### config.mk
export PLATFORM = sky130hd
export DESIGN_NAME = mmio_tohost
export DESIGN_NICKNAME = d
export VERILOG_FILES = /design/src/rtl/mmio_pkg.sv /design/src/rtl/mmio_tohost_byte_fifo.sv /design/src/rtl/mmio_tohost.sv
export SDC_FILE = /design/constraint.sdc
export NUM_CORES = 1
export LEC_CHECK = 0
export ABC_AREA = 1
export BUFFER_PORTS_ARGS = -buffer_cell sky130_fd_sc_hd__buf_4
export CAP_MARGIN = 0
export CORE_ASPECT_RATIO = 1.2
export CORE_MARGIN = 3
export CORE_UTILIZATION = 55
export CTS_CLUSTER_SIZE = 40
export DETAILED_ROUTE_END_ITERATION = 8
export PLACE_DENSITY = 0.83
export SLEW_MARGIN = 30
export SYNTH_ARGS = -nofsm -noshare
export SYNTH_HDL_FRONTEND = slang
export SYNTH_SLANG_ARGS = --single-unit
export TNS_END_PERCENT = 100
### constraint.sdc
create_clock -name clk -period 3.8 [get_ports clk]
set_input_delay 0.95 -clock clk [delete_from_list [all_inputs] [get_ports clk]]
set_output_delay 0.95 -clock clk [all_outputs]
set_load 0.01 [all_outputs]
### src/rtl/mmio_pkg.sv
// mmio_pkg: shared constants for the mmio_tohost test peripheral.
//   - register offsets (addr[3:2]) inside the 16-byte window
//   - STATUS register bit positions
//   - controller state encoding
package mmio_pkg;

  localparam logic [1:0] OFF_CONSOLE = 2'd0;
  localparam logic [1:0] OFF_TOHOST  = 2'd1;
  localparam logic [1:0] OFF_CYCLE   = 2'd2;
  localparam logic [1:0] OFF_STATUS  = 2'd3;

  localparam int ST_HALTED   = 0;
  localparam int ST_EMPTY    = 1;
  localparam int ST_FULL     = 2;
  localparam int ST_OVERFLOW = 3;

  typedef enum logic [1:0] {
    RUN   = 2'd0,
    DRAIN = 2'd1,
    DONE  = 2'd2
  } state_t;

endpackage

### src/rtl/mmio_tohost_byte_fifo.sv
// byte_fifo: small synchronous byte FIFO for the console stream.
//   clk, reset (sync, active-low)
//   push, data : write request and byte; accepted when not full or when a
//                pop happens on the same edge
//   pop        : read request; ignored while empty
//   head       : current head byte, forced to 0 while empty
//   count      : occupancy, one bit wider than the pointers
//   full, empty: occupancy flags
module byte_fifo #(
  parameter int DEPTH = 8
) (
  input  logic                     clk,
  input  logic                     reset,
  input  logic                     push,
  input  logic [7:0]               data,
  input  logic                     pop,
  output logic [7:0]               head,
  output logic [$clog2(DEPTH):0]   count,
  output logic                     full,
  output logic                     empty
);

  localparam int AW = $clog2(DEPTH);
  localparam int CW = AW + 1;

  logic [7:0]    r_mem [DEPTH];
  logic [AW-1:0] r_wr_ptr;
  logic [AW-1:0] r_rd_ptr;
  logic [CW-1:0] r_count;
  logic          w_do_pop;
  logic          w_do_push;

  assign empty     = (r_count == '0);
  assign full      = (r_count == CW'(DEPTH));
  assign w_do_pop  = pop & ~empty;
  assign w_do_push = push & (~full | w_do_pop);
  assign count     = r_count;
  // Stale storage is never exposed, so the head reads 0 after reset.
  assign head      = empty ? 8'h00 : r_mem[r_rd_ptr];

  always_ff @(posedge clk) begin
    if (!reset) begin
      r_wr_ptr <= '0;
      r_rd_ptr <= '0;
      r_count  <= '0;
    end else begin
      if (w_do_push) r_wr_ptr <= r_wr_ptr + AW'(1);
      if (w_do_pop)  r_rd_ptr <= r_rd_ptr + AW'(1);
      r_count <= r_count + CW'(w_do_push) - CW'(w_do_pop);
    end
  end

  always_ff @(posedge clk) begin
    if (w_do_push) r_mem[r_wr_ptr] <= data;
  end

endmodule

### src/rtl/mmio_tohost.sv
// mmio_tohost: memory-mapped test peripheral (console, cycle counter, exit).
//   clk, reset (sync, active-low)
//   addr, wdata, we, re : CPU data-memory port
//   hit, rdata          : combinational window decode and read data
//   con_data, con_valid, con_ready : console byte stream (valid/ready)
//   halted, exit_code, done        : completion signalling
//
// state | meaning
// RUN   | normal operation, all registers writable
// DRAIN | TOHOST written, CPU writes ignored, FIFO still draining
// DONE  | halted and FIFO empty; terminal until reset
module mmio_tohost
  import mmio_pkg::*;
#(
  parameter logic [31:0] BASE       = 32'h0000_3F00,
  parameter int          FIFO_DEPTH = 8
) (
  input  logic        clk,
  input  logic        reset,
  input  logic [31:0] addr,
  input  logic [31:0] wdata,
  input  logic        we,
  input  logic        re,
  output logic        hit,
  output logic [31:0] rdata,
  output logic [7:0]  con_data,
  output logic        con_valid,
  input  logic        con_ready,
  output logic        halted,
  output logic [31:0] exit_code,
  output logic        done
);

  localparam int CW = $clog2(FIFO_DEPTH) + 1;

  state_t        r_state;
  state_t        w_state_nxt;
  logic [31:0]   r_cycle;
  logic [31:0]   r_exit_code;
  logic          r_overflow;

  logic [1:0]    w_off;
  logic          w_wr;
  logic          w_push_req;
  logic          w_push_ok;
  logic          w_pop;
  logic          w_tohost_wr;
  logic          w_status_wr;
  logic [CW-1:0] w_count;
  logic [CW-1:0] w_count_nxt;
  logic          w_empty_nxt;
  logic          w_full;
  logic          w_empty;
  logic          w_unused;

  assign w_unused    = ^addr[1:0];
  assign hit         = (addr[31:4] == BASE[31:4]);
  assign w_off       = addr[3:2];
  // Writes only take effect in RUN; DRAIN and DONE ignore every store.
  assign w_wr        = we & hit & (r_state == RUN);
  assign w_push_req  = w_wr & (w_off == OFF_CONSOLE);
  assign w_tohost_wr = w_wr & (w_off == OFF_TOHOST);
  assign w_status_wr = w_wr & (w_off == OFF_STATUS);
  assign w_pop       = con_ready & ~w_empty;
  assign w_push_ok   = w_push_req & (~w_full | w_pop);
  assign w_count_nxt = w_count + CW'(w_push_ok) - CW'(w_pop);
  // Looking at next-cycle occupancy lets done rise on the last pop edge.
  assign w_empty_nxt = (w_count_nxt == '0);

  byte_fifo #(.DEPTH(FIFO_DEPTH)) u_fifo (
    .clk   (clk),
    .reset (reset),
    .push  (w_push_req),
    .data  (wdata[7:0]),
    .pop   (w_pop),
    .head  (con_data),
    .count (w_count),
    .full  (w_full),
    .empty (w_empty)
  );

  assign con_valid = ~w_empty;
  assign halted    = (r_state != RUN);
  assign done      = (r_state == DONE);
  assign exit_code = r_exit_code;

  always_ff @(posedge clk) begin
    if (!reset) r_state <= RUN;
    else        r_state <= w_state_nxt;
  end

  always_comb begin
    w_state_nxt = r_state;
    case (r_state)
      RUN:     if (w_tohost_wr) w_state_nxt = w_empty_nxt ? DONE : DRAIN;
      DRAIN:   if (w_empty_nxt) w_state_nxt = DONE;
      DONE:    w_state_nxt = DONE;
      default: w_state_nxt = RUN;
    endcase
  end

  always_ff @(posedge clk) begin
    if (!reset) begin
      r_cycle     <= '0;
      r_exit_code <= '0;
      r_overflow  <= 1'b0;
    end else begin
      if (r_state == RUN) r_cycle <= r_cycle + 32'd1;
      if (w_tohost_wr)    r_exit_code <= wdata;
      if (w_push_req && !w_push_ok) r_overflow <= 1'b1;
      else if (w_status_wr)         r_overflow <= 1'b0;
    end
  end

  always_comb begin
    rdata = '0;
    if (hit && re) begin
      case (w_off)
        OFF_CONSOLE: rdata = 32'(w_count);
        OFF_TOHOST:  rdata = r_exit_code;
        OFF_CYCLE:   rdata = r_cycle;
        OFF_STATUS: begin
          rdata[ST_HALTED]   = halted;
          rdata[ST_EMPTY]    = w_empty;
          rdata[ST_FULL]     = w_full;
          rdata[ST_OVERFLOW] = r_overflow;
        end
        default:     rdata = '0;
      endcase
    end
  end

endmodule

* Yosys cells after proc, flatten, opt, wreduce, memory -nomap -nowiden
Memory sizes are Yosys's and may differ from the RTL's. A register that Yosys moved wholly into a read port is not among the register bits. Index checks and enable logic that the tools add are counted.
Operators by class: reduce and logical (&&, ||, !) cells 10, equal/unequal tests 9, add/subtract/negate cells 7, mux-type cells 14, bitwise logic cells 13
Operators with widths (number):
- one-hot mux 28 bit (2 select lines) | 1
- adder 32 x 1 -> 32 bit (second input constant) | 1
- 2-to-1 mux 32 bit | 1
- == test 28 x 10 -> 1 bit (second input constant) | 1
- one-hot mux 4 bit (4 select lines) | 1
- AND 1 bit | 9
- adder 4 x 1 -> 4 bit | 2
- zero test 4 bit | 2
- 2-to-1 mux 8 bit | 1
- subtractor 4 x 1 -> 4 bit | 2
- adder 3 x 1 -> 3 bit (second input constant) | 2
- == test 2 bit (second input constant) | 3
- 2-to-1 mux 2 bit | 3
- 2-to-1 mux 3 bit | 2
- one-hot mux 2 bit (3 select lines) | 1
- == test 2 x 1 -> 1 bit (second input constant) | 2
- == test 4 bit (second input constant) | 1
- zero test 2 bit | 2
- 2-to-1 mux 1 bit | 4
- != test 2 bit (second input constant) | 2
- nonzero test 2 bit | 2
- logical AND 1 bit | 2
- inverter 1 bit | 2
- bitwise OR 1 bit | 2
- other kinds (2) | 2
Word-level totals: logic and storage cells 61, output and inout bits 76, bits of input ports 69, RAM bits 64, flip-flop bits (word level) 77, memories kept 1
Memories:
- u_fifo.r_mem | words 8, bits a word 8, read ports 1, clocked after memory_dff 1, write ports 1, RTL line mmio_tohost_byte_fifo.sv:26 | logic [7:0] r_mem [DEPTH];

* Depth between registers and ports, before layout
Gate-level depths: netlist of run 1.
word-level depth 11, mapped depth 20, mapped depth without buffers 20

* By module
From an unflattened synthesis of run 1, not the netlist that was laid out.
Second synthesis, totals: cells, all modules 968, area total of the unflattened synthesis 7487.2 um^2
Modules (own cells, without submodules):
- mmio_tohost | area an instance 4092.7 um^2, instances 1, cells each 629
- byte_fifo | area an instance 3394.5 um^2, instances 1, cells each 339

* Worst setup path before layout of run 1
No wires, ideal clock.
kind input to output, from in addr[3], to out rdata[2], stages 6, data arrival time 2.121 ns, required time 2.850 ns, slack 0.729 ns, cell sequence inv_1 ha_1 clkbuf_1 clkbuf_1 a21oi_1 a221oi_1
Between the ends: cells in the longest elaborated chain, start to end 3
Ends and longest elaborated chain:
- from (decl) | RTL line mmio_tohost.sv:20 | input logic [31:0] addr,
- == test 2 bit, or another cell as far along | RTL line mmio_tohost.sv:118 | case (w_off)
- one-hot mux 4 bit (4 select lines) (*) | RTL line mmio_tohost.sv:118
- 2-to-1 mux 32 bit (*) | RTL line mmio_tohost.sv:117 | if (hit && re) begin
- to (decl) | RTL line mmio_tohost.sv:25 | output logic [31:0] rdata,
Mark *: on every way between the ends. The rest lies on a longest branch, timed or not.

* Final worst setup path of run 1
from in addr[7], to out rdata[6]
Between the ends: cells in the longest elaborated chain, start to end 3
Ends and longest elaborated chain:
- == test 28 x 10 -> 1 bit | RTL line mmio_tohost.sv:57 | assign hit = (addr[31:4] == BASE[31:4]);
- logical AND 1 bit | RTL line mmio_tohost.sv:117
- 2-to-1 mux 32 bit | RTL line mmio_tohost.sv:117
Every way passes these cells.

==> flow_summary.toml, run 1 <==
[setup_path]
worstSetupPathType = "in -> out"
rrSetupSlack_ps = 800
worstPathArrival_ps = 2410
r2r_start = "r_state[0]$_SDFFE_PN0P_"
worstSetupStartpoint = "addr[7]"
startpoint_type = "primary input"
r2r.worst_path.cells = 16
timing.rr.end = "r_state[0]$_SDFFE_PN0P_"
endpoint_kind = "output pin"
critPathCapture = "rdata[6]"
worstPathRequired_ps = 2850
peak_fanout_along_the_critical_path = 15

[sta]
setup-violations-final = 0
totalNegativeSetupSlack_ps = 0
final_period_minus_worst_setup_slack_ps = 3360
grt_setup_unrepaired = "no"
fin_ws_ps = 442
share_of_the_clock_period_used_by_the_worst_path_after_layout = 0.884
drv_slew = 0
achievable_freq_mhz = 298
worstMarginPinSlew_ps = 717
whs_ps = 467
finalHoldViolCount = 0
clock_skew_ps = 7.95
max-slew-margin-rel = 0.521

[yosys]
synthesized_netlist_net_count = 945
yosys_warnings = 0
synth-edff-count = 64
synth_cell_type_count = 42
yosysTopAreaCellShare = 0.273
yosys_most_used_dff = "dfxtp_1"
number_of_cells_produced_by_synthesis = 855
synthArstFlopShare = 0
seq_area_frac_synth = 0.501
synthDominantAreaCellType = "edfxtp_1"
synth.ff_latch_count = 144
synthesis.area_per_instance_sq_um = 8.23
mappedNetlistArea_sq_mm = 0.00704
synth.area.top_cells = "edfxtp_1, dfxtp_1, nand2_1, nor2_1, o21ai_0"
synthMostInstantiatedCell = "nand2_1"
synth_common_cells = "nand2_1, nor2_1, inv_1"

[die]
floorplan.core_area_sq_mm = 0.0123
row_count = 44
die_width_um = 109
area_of_the_die_sq_mm = 0.0142
die_h_um = 130
num_io_pins = 145
starting_utilization_of_the_core_area = 0.571

[detailed_routing]
drt_drc_violations_left = 0
ant_nets = 0
detail_route.wirelength_um = 17700
drt-wirelength-per-cell_um = 15.1
vias_per_cell = 5.31
vias = 6219
initialDrtViolationCount = 407
number_of_iterations_in_the_first_detailed_routing_pass = 5

[clock_tree]
cts_root_buffer = "clkbuf_16"
post-cts-setup-buffers = 0
worst_setup_hold_path_clk_slew_ps = 60
cts_tree = "yes"
worst_skew_pair.late_latency_ps = 420
cts_made_buffers = 17
cts_hold_repair.buffers = 0
cts_htree_levels = 4
clock-sinks = 144
cts-resized-gates = 0
cts-root-to-sink-buffers = 2

[placed_design]
area_post_placement_sq_mm = 0.00831
place.gp.congestion = 0.862
dp_cells = 1139
hpwl_um = 12400
io_buffers = 142
place_worst_setup_slack_ps = 403

[power]
static-leakage-power_nw = 3.54
power.sequential.fraction = 0.399
internal_power_mw = 2.98
cell_area_power_density_mw_per_mm2 = 485
power.share.combinational = 0.229
share_clk_of_total_power = 0.372
totalPowerFinal_mw = 4.31
netSwitchingPower_mw = 1.33
switching_share = 0.309
ir_worst_vdd_v = 0.000404

[outcome]
result_of_the_run = "complete, no violations"

[cells_and_area]
area_growth_syn_to_layout_pct = 26.2
num-fill-cells = 969
antenna_cells = 0
post_route_cells_drive_above_1_share = 0.223
multiInputGateArea_sq_mm = 0.00303
layoutNonFillerInstCount = 1171
stdcell_area_sq_mm = 0.00888
finish.net_count = 1087
final-seq-area_sq_mm = 0.00352
final_core_utilization = 0.720

[global_routing]
globalRouteTotalUtil = 0.253
grt-ovfl-total = 0
use_met1 = 0.293
grt_start_max_net_pins = 58
first_pass_grt_wire_length_um = 28200
use_met3 = 0.0455
antenna_found_initial = 0
grt_pass1_vias = 5914
grt_busiest_layer = "met2"
globalRouteMet2Util = 0.464

[worst_hold_path]
worstHoldPathType = "reg -> reg"

[run]
maxCapViolations = 0
-- logic make-up (layout without fill, tap and decap cells) --
kind of cell | after synthesis | count (layout) | share of synthesized area
and+or+nand+nor | 353 | 353 | 0.227
AOI/OAI and AO/OA | 193 | 193 | 0.144
DFF | 144 | 144 | 0.501
buffers and inverters | 129 | 284 | 0.0702
adders and majority gates | 21 | 21 | 0.0395
xor gates and xnor gates | 15 | 15 | 0.0187
-- per-layer routing --
metal | part of all wire | up-vias
li1 | - | 3123
met1 | 0.40 | 2892
met2 | 0.54 | 171
met3 | 0.047 | 33
met4 | 0.020 | 0
met5 | 0 | -
-- layout make-up --
cell class,instances,area share
Sequential cell,144,0.397
Timing Repair Buffer,158,0.136
Clock inverter,15,0.0163
Clock buffer,17,0.0479
Tap cell,161,0.0227
Inverter,94,0.0397
Multi-Input combinational cell,582,0.341
-- sequential cells by signal (all words and copies together) (netlist names), named ones only --
| register | count |
|---|---|
| r_state | 2 |
| u_fifo.r_mem | 64 |
| r_overflow | 1 |
| u_fifo.count | 4 |
| exit_code | 32 |
| u_fifo.r_wr_ptr | 3 |
| u_fifo.r_rd_ptr | 3 |
| r_cycle | 32 |
-- how the worst min path moves through the flow --
stage / from / endpoint / slack [ps] / cells past startpoint
6_report: exit_code[17]$_SDFFE_PN0P_ / exit_code[17]$_SDFFE_PN0P_ / 470 / 2
5_1_grt: exit_code[13]$_SDFFE_PN0P_ / exit_code[13]$_SDFFE_PN0P_ / 490 / 2
4_1_cts: exit_code[17]$_SDFFE_PN0P_ / exit_code[17]$_SDFFE_PN0P_ / 460 / 2
3_5_place_dp: exit_code[17]$_SDFFE_PN0P_ / exit_code[17]$_SDFFE_PN0P_ / 460 / 2
3_3_place_gp: u_fifo.r_rd_ptr[2]$_SDFFE_PN0P_ / u_fifo.r_rd_ptr[2]$_SDFFE_PN0P_ / 450 / 2
2_1_floorplan: u_fifo.r_rd_ptr[2]$_SDFFE_PN0P_ / flop / 430 / 2
-- critical path, cell delays in order --
cell	delay, ps
buf_4	110
nor2_1	100
nand2_1	60
nor2_1	110
nand2_1	130
nor2_8	160
nand3_2	100
buf_4	210
a21oi_1	280
buf_4	180
-- layout by cell type (no fill, tap or decap), drive strengths merged, types with 15 or more instances in the layout --
cell / count
clkbuf: 17
edfxtp: 64
nor2: 142
dfxtp: 80
ha: 19
nor3: 15
inv: 103
o21ai: 86
buf: 158
a21oi: 81
nand2: 146
nand3: 30
-- power by group through the flow --
stage / Clock, mW / Sequential [mW] / Combinational [mW]
floorplan: 0 / 1.73 / 0.624
global placement: 0 / 1.75 / 0.945
detailed placement: 0 / 1.75 / 0.971
CTS: 1.62 / 1.72 / 0.981
global route: 1.70 / 1.72 / 1.11
finish: 1.60 / 1.72 / 0.985
Power figures use the tool's default switching activity.
==> run 2: changes to the inputs <==
--- a/config.mk
+++ b/config.mk
@@ -5,7 +5,6 @@
 export SDC_FILE = /design/constraint.sdc
 export NUM_CORES = 1
 export LEC_CHECK = 0
-export ABC_AREA = 1
 export BUFFER_PORTS_ARGS = -buffer_cell sky130_fd_sc_hd__buf_4
 export CAP_MARGIN = 0
 export CORE_ASPECT_RATIO = 1.2
@@ -13,7 +12,7 @@
 export CORE_UTILIZATION = 55
 export CTS_CLUSTER_SIZE = 40
 export DETAILED_ROUTE_END_ITERATION = 8
-export PLACE_DENSITY = 0.83
+export PLACE_DENSITY = 0.84
 export SLEW_MARGIN = 30
 export SYNTH_ARGS = -nofsm -noshare
 export SYNTH_HDL_FRONTEND = slang
==> flow_summary.toml, run 2 <==
[setup_path]
worstSetupPathType = "in -> out"
slowest_stage = "nor4_1"
startpoint_type = "primary input"
critical_path.cell_chain = "buf_4, nor4_1, nand4_1, buf_4, nor2_1, nand3_1, buf_4, nor2_1, buf_4"
cp_slowest_stage_delay_ps = 290
endpoint_kind = "output pin"
cp_most_frequent_cell = "buf_4"
peak_fanout_along_the_critical_path = 28
worstPathArrival_ps = 2590
worstPathRequired_ps = 2850

[sta]
max-slew-margin-rel = 0.464
final_period_minus_worst_setup_slack_ps = 3540
clock_skew_ps = 5.93
fin_ws_ps = 261
share_of_the_clock_period_used_by_the_worst_path_after_layout = 0.931
grt_setup_unrepaired = "no"
drv_slew = 0
setup-violations-final = 0
worstMarginPinSlew_ps = 803
whs_ps = 471
achievable_freq_mhz = 283
totalNegativeSetupSlack_ps = 0
finalHoldViolCount = 0

[placed_design]
place_worst_setup_slack_ps = -11.3
place.gp.congestion = 0.928
dp_cells = 907
io_buffers = 142
area_post_placement_sq_mm = 0.00796
hpwl_um = 11200

[yosys]
seq_area_frac_synth = 0.527
synth_cell_type_count = 50
synthArstFlopShare = 0
synth_top_family_by_area = "simple AND/OR/NAND/NOR gates"
synth_common_cells = "dfxtp_1, nand2_1, edfxtp_1"
synth.ff_latch_count = 144
synth-edff-count = 64
synthDominantAreaCellType = "edfxtp_1"
synthMostInstantiatedCell = "dfxtp_1"
synth_simple_gate_area_frac = 0.195
number_of_cells_produced_by_synthesis = 624
compound_gate_fraction_of_synth_area = 0.0832
synth_fa_ha_area_frac = 0.0415
yosys_most_used_dff = "dfxtp_1"
synth.area.top_cells = "edfxtp_1, dfxtp_1, mux4_2, nand2_1, ha_1"
synthesized_netlist_net_count = 714
mappedNetlistArea_sq_mm = 0.00669
xor_xnor_portion_of_the_synthesized_cell_area = 0.0301
yosysTopAreaCellShare = 0.287
yosys_warnings = 0
synthesis.area_per_instance_sq_um = 10.7
yosys-mux-area-fraction = 0.0883

[clock_tree]
clock-sinks = 144
cts_htree_levels = 4
cts-root-to-sink-buffers = 2
cts_root_buffer = "clkbuf_16"
worst_setup_hold_path_clk_slew_ps = 60
cts-resized-gates = 0
cts_made_buffers = 17
worst_skew_pair.late_latency_ps = 420
post-cts-setup-buffers = 0
cts_hold_repair.buffers = 0
cts_tree = "yes"

[global_routing]
globalRouteMet2Util = 0.443
use_met1 = 0.276
first_pass_grt_wire_length_um = 26100
grt_start_max_net_pins = 76
grt_pass1_vias = 5439
grt_busiest_layer = "met2"
grt-ovfl-total = 0
globalRouteTotalUtil = 0.243
antenna_found_initial = 0
use_met3 = 0.0570

[detailed_routing]
drt_drc_violations_left = 0
ant_nets = 0
drt-wirelength-per-cell_um = 16.9
initialDrtViolationCount = 354
number_of_iterations_in_the_first_detailed_routing_pass = 5
detail_route.wirelength_um = 15900
vias = 5231
vias_per_cell = 5.57

[die]
area_of_the_die_sq_mm = 0.0135
floorplan.core_area_sq_mm = 0.0117
die_h_um = 127
num_io_pins = 145
row_count = 43
die_width_um = 107
starting_utilization_of_the_core_area = 0.571

[cells_and_area]
antenna_cells = 0
multiInputGateArea_sq_mm = 0.00293
area_growth_syn_to_layout_pct = 27.7
stdcell_area_sq_mm = 0.00854
final-seq-area_sq_mm = 0.00352
post_route_cells_drive_above_1_share = 0.279
layout_common_cells = "buf_4, dfxtp_1, nand2_1, edfxtp_1, nor2_1"
finish.net_count = 859
commonest_non_fill_non_tap_cell_in_the_layout = "buf_4"
most_flops_register = "u_fifo.r_mem"
num-fill-cells = 794
final_core_utilization = 0.728
layoutNonFillerInstCount = 939
largest_reg_flops = 64

[run]
maxCapViolations = 0

[power]
cell_area_power_density_mw_per_mm2 = 492
netSwitchingPower_mw = 1.18
totalPowerFinal_mw = 4.21
internal_power_mw = 3.03
static-leakage-power_nw = 3.26
switching_share = 0.280
share_clk_of_total_power = 0.383
power.share.combinational = 0.211
power.sequential.fraction = 0.406
ir_worst_vdd_v = 0.000386

[outcome]
result_of_the_run = "complete, no violations"

[worst_hold_path]
worstHoldPathType = "reg -> reg"
==> run 2: final cells by class <==
class                      count  share of cell area
sequential                   144               0.412
multi-input combinational    421               0.343
timing repair buffer         165               0.145
clock buffer                  18              0.0502
tap                          157              0.0230
clock inverter                14              0.0176
inverter                      20             0.00879
==> run 2: worst paths after layout <==
path / startpoint / to / slack (ps) / depth (start not counted)
worst min-delay path: exit_code[16]$_SDFFE_PN0P_ / exit_code[16]$_SDFFE_PN0P_ / 470 / 2
worst min register to register: exit_code[16]$_SDFFE_PN0P_ / exit_code[16]$_SDFFE_PN0P_ / 470 / 2
worst max register to register: r_state[1]$_SDFFE_PN0P_ / r_state[0]$_SDFFE_PN0P_ / 530 / 14
worst max-delay path: addr[14] / rdata[5] / 260 / 9
==> run 2: power groups by stage <==
| stage | logic [mW] | registers [mW] | clock network (mW) |
|---|---|---|---|
| global route | 0.975 | 1.71 | 1.70 |
| global placement | 0.844 | 1.74 | 0 |
| detailed placement | 0.878 | 1.74 | 0 |
| floorplan | 0.604 | 1.71 | 0 |
| finish | 0.886 | 1.71 | 1.61 |
| CTS | 0.890 | 1.71 | 1.63 |
==> run 2: worst max-delay path: cells and delay by family <==
family        cells  cell delay [ps]
buf+inv           4              680
simple gates      5              940
==> run 2: logic make-up (layout without fill, tap and decap cells) <==
group,count (synthesis),count (layout)
and+or+nand+nor,253,253
DFF,144,144
AOI/OAI and AO/OA,85,85
adders and majority gates,21,21
buffers and inverters,59,217
xor gates and xnor gates,23,23
muxes,39,39
==> run 2: layer usage <==
layer | up-vias | share of wire
met5 | - | 0
met4 | 0 | 0.018
met3 | 33 | 0.046
met2 | 149 | 0.54
met1 | 2509 | 0.39
li1 | 2540 | -
==> run 3: changes to the inputs <==
--- a/config.mk
+++ b/config.mk
@@ -13,6 +13,7 @@
 export CTS_CLUSTER_SIZE = 40
 export DETAILED_ROUTE_END_ITERATION = 8
 export PLACE_DENSITY = 0.84
+export REMOVE_ABC_BUFFERS = 1
 export SLEW_MARGIN = 30
 export SYNTH_ARGS = -nofsm -noshare
 export SYNTH_HDL_FRONTEND = slang
==> flow_summary.toml, run 3 (synthesized netlist as in run 2, its figures left out) <==
[outcome]
result_of_the_run = "complete, no violations"

[die]
area_of_the_die_sq_mm = 0.0135
floorplan.core_area_sq_mm = 0.0117
row_count = 43
num_io_pins = 145
die_h_um = 127
die_width_um = 107
starting_utilization_of_the_core_area = 0.571

[power]
power.share.combinational = 0.208
static-leakage-power_nw = 3.25
netSwitchingPower_mw = 1.08
switching_share = 0.259
ir_worst_vdd_v = 0.000384
power.sequential.fraction = 0.410
share_clk_of_total_power = 0.382
totalPowerFinal_mw = 4.16
cell_area_power_density_mw_per_mm2 = 488
internal_power_mw = 3.08

[clock_tree]
clock-sinks = 144
cts_made_buffers = 17
worst_setup_hold_path_clk_slew_ps = 60
cts-resized-gates = 0
cts_htree_levels = 4
worst_skew_pair.late_latency_ps = 420
post-cts-setup-buffers = 0
cts-root-to-sink-buffers = 2
cts_hold_repair.buffers = 0
cts_tree = "yes"
cts_root_buffer = "clkbuf_16"

[global_routing]
globalRouteTotalUtil = 0.230
antenna_found_initial = 0
grt_pass1_vias = 5143
grt-ovfl-total = 0
first_pass_grt_wire_length_um = 24800
grt_start_max_net_pins = 68

[setup_path]
rrSetupSlack_ps = 620
cp_slowest_stage_delay_ps = 310
worstPathArrival_ps = 2690
critical_path.cell_chain = "buf_4, nor4_1, nand4_1, buf_4, nor2_1, nand3_1, buf_4, nor2_1, buf_4"
slowest_stage = "nor4_1"
worstPathRequired_ps = 2850
endpoint_kind = "output pin"
peak_fanout_along_the_critical_path = 28
startpoint_type = "primary input"
cp_most_frequent_cell = "buf_4"
worstSetupPathType = "in -> out"
r2r.worst_path.cells = 14

[cells_and_area]
commonest_non_fill_non_tap_cell_in_the_layout = "buf_4"
stdcell_area_sq_mm = 0.00852
finish.net_count = 858
largest_reg_flops = 64
layoutNonFillerInstCount = 938
antenna_cells = 0
layout_common_cells = "buf_4, dfxtp_1, nand2_1, edfxtp_1, nor2_1"
post_route_cells_drive_above_1_share = 0.273
most_flops_register = "u_fifo.r_mem"
num-fill-cells = 834
area_growth_syn_to_layout_pct = 27.3

[placed_design]
place.gp.congestion = 0.864
area_post_placement_sq_mm = 0.00796
hpwl_um = 11200
dp_cells = 906
io_buffers = 142

[sta]
finalHoldViolCount = 0
whs_ps = 473
grt_setup_unrepaired = "no"
clock_skew_ps = 12.4
setup-violations-final = 0
drv_slew = 0
share_of_the_clock_period_used_by_the_worst_path_after_layout = 0.959
max-slew-margin-rel = 0.509
totalNegativeSetupSlack_ps = 0
achievable_freq_mhz = 275
worstMarginPinSlew_ps = 735
final_period_minus_worst_setup_slack_ps = 3640

[detailed_routing]
initialDrtViolationCount = 237
drt-wirelength-per-cell_um = 16.6
drt_drc_violations_left = 0
detail_route.wirelength_um = 15600
route.met2.wl_um = 8400
wl_met3_um = 861
wirelength_met1_um = 6060
vias_per_cell = 5.62
number_of_iterations_in_the_first_detailed_routing_pass = 5
topRoutingLayerUsed = "met4"
ant_nets = 0
vias = 5276

[run]
maxCapViolations = 0

[worst_hold_path]
hold_path_cells = 2
worstHoldPathType = "reg -> reg"
## run 3: cell types whose count changed in the layout (fill, tap and decap cells not counted), sizes merged
cell and delta:
inv -6, clkbuf +4, buf -1, bufinv +1
clkinv +1
## run 3: power groups by stage
| stage | Clock, mW | Sequential [mW] | Combinational (mW) |
|---|---|---|---|
| after floorplan | 0 | 1.76 | 0.522 |
| after global placement | 0 | 1.74 | 0.834 |
| after detailed placement | 0 | 1.74 | 0.866 |
| after CTS | 1.61 | 1.71 | 0.872 |
| after global routing | 1.67 | 1.71 | 0.949 |
| final | 1.59 | 1.71 | 0.864 |
## run 3: worst max-delay path, delay by kind of cell
kind                   cells  cell delay, ps
and+or+nand+nor            5            1030
buffers and inverters      4             690
## run 3: layout make-up
cell class | count | area (sq um) | area share
sequential | 144 | 3520 | 0.414
tap | 157 | 196 | 0.0231
clock inverter | 10 | 110 | 0.0129
timing repair buffer | 164 | 1230 | 0.144
clock buffer | 22 | 454 | 0.0533
inverter | 20 | 75.1 | 0.00881
multi-input combinational | 421 | 2930 | 0.344
## run 3: metal layers
metal  vias to the layer above  global-route usage
li1                       2542                   -
met1                      2538               0.265
met2                       175               0.418
met3                        21              0.0499
met4                         0              0.0805
met5                         -                   0
## run 3: path summary, 6_finish.rpt
path                                                  from                         end
worst min-delay path            exit_code[21]$_SDFFE_PN0P_  exit_code[21]$_SDFFE_PN0P_
worst max register to register     r_state[0]$_SDFFE_PN0P_     r_state[0]$_SDFFE_PN0P_
worst max-delay path                              addr[14]                    rdata[5]
worst min register to register  exit_code[21]$_SDFFE_PN0P_  exit_code[21]$_SDFFE_PN0P_
## run 3: per-stage QoR
stage,utilization,worst slack (ps)
finish,0.726,158
global route,0.726,55.3
CTS,0.726,112
detailed placement,0.678,-37.2
global placement,0.678,51.3
floorplan,-,-135
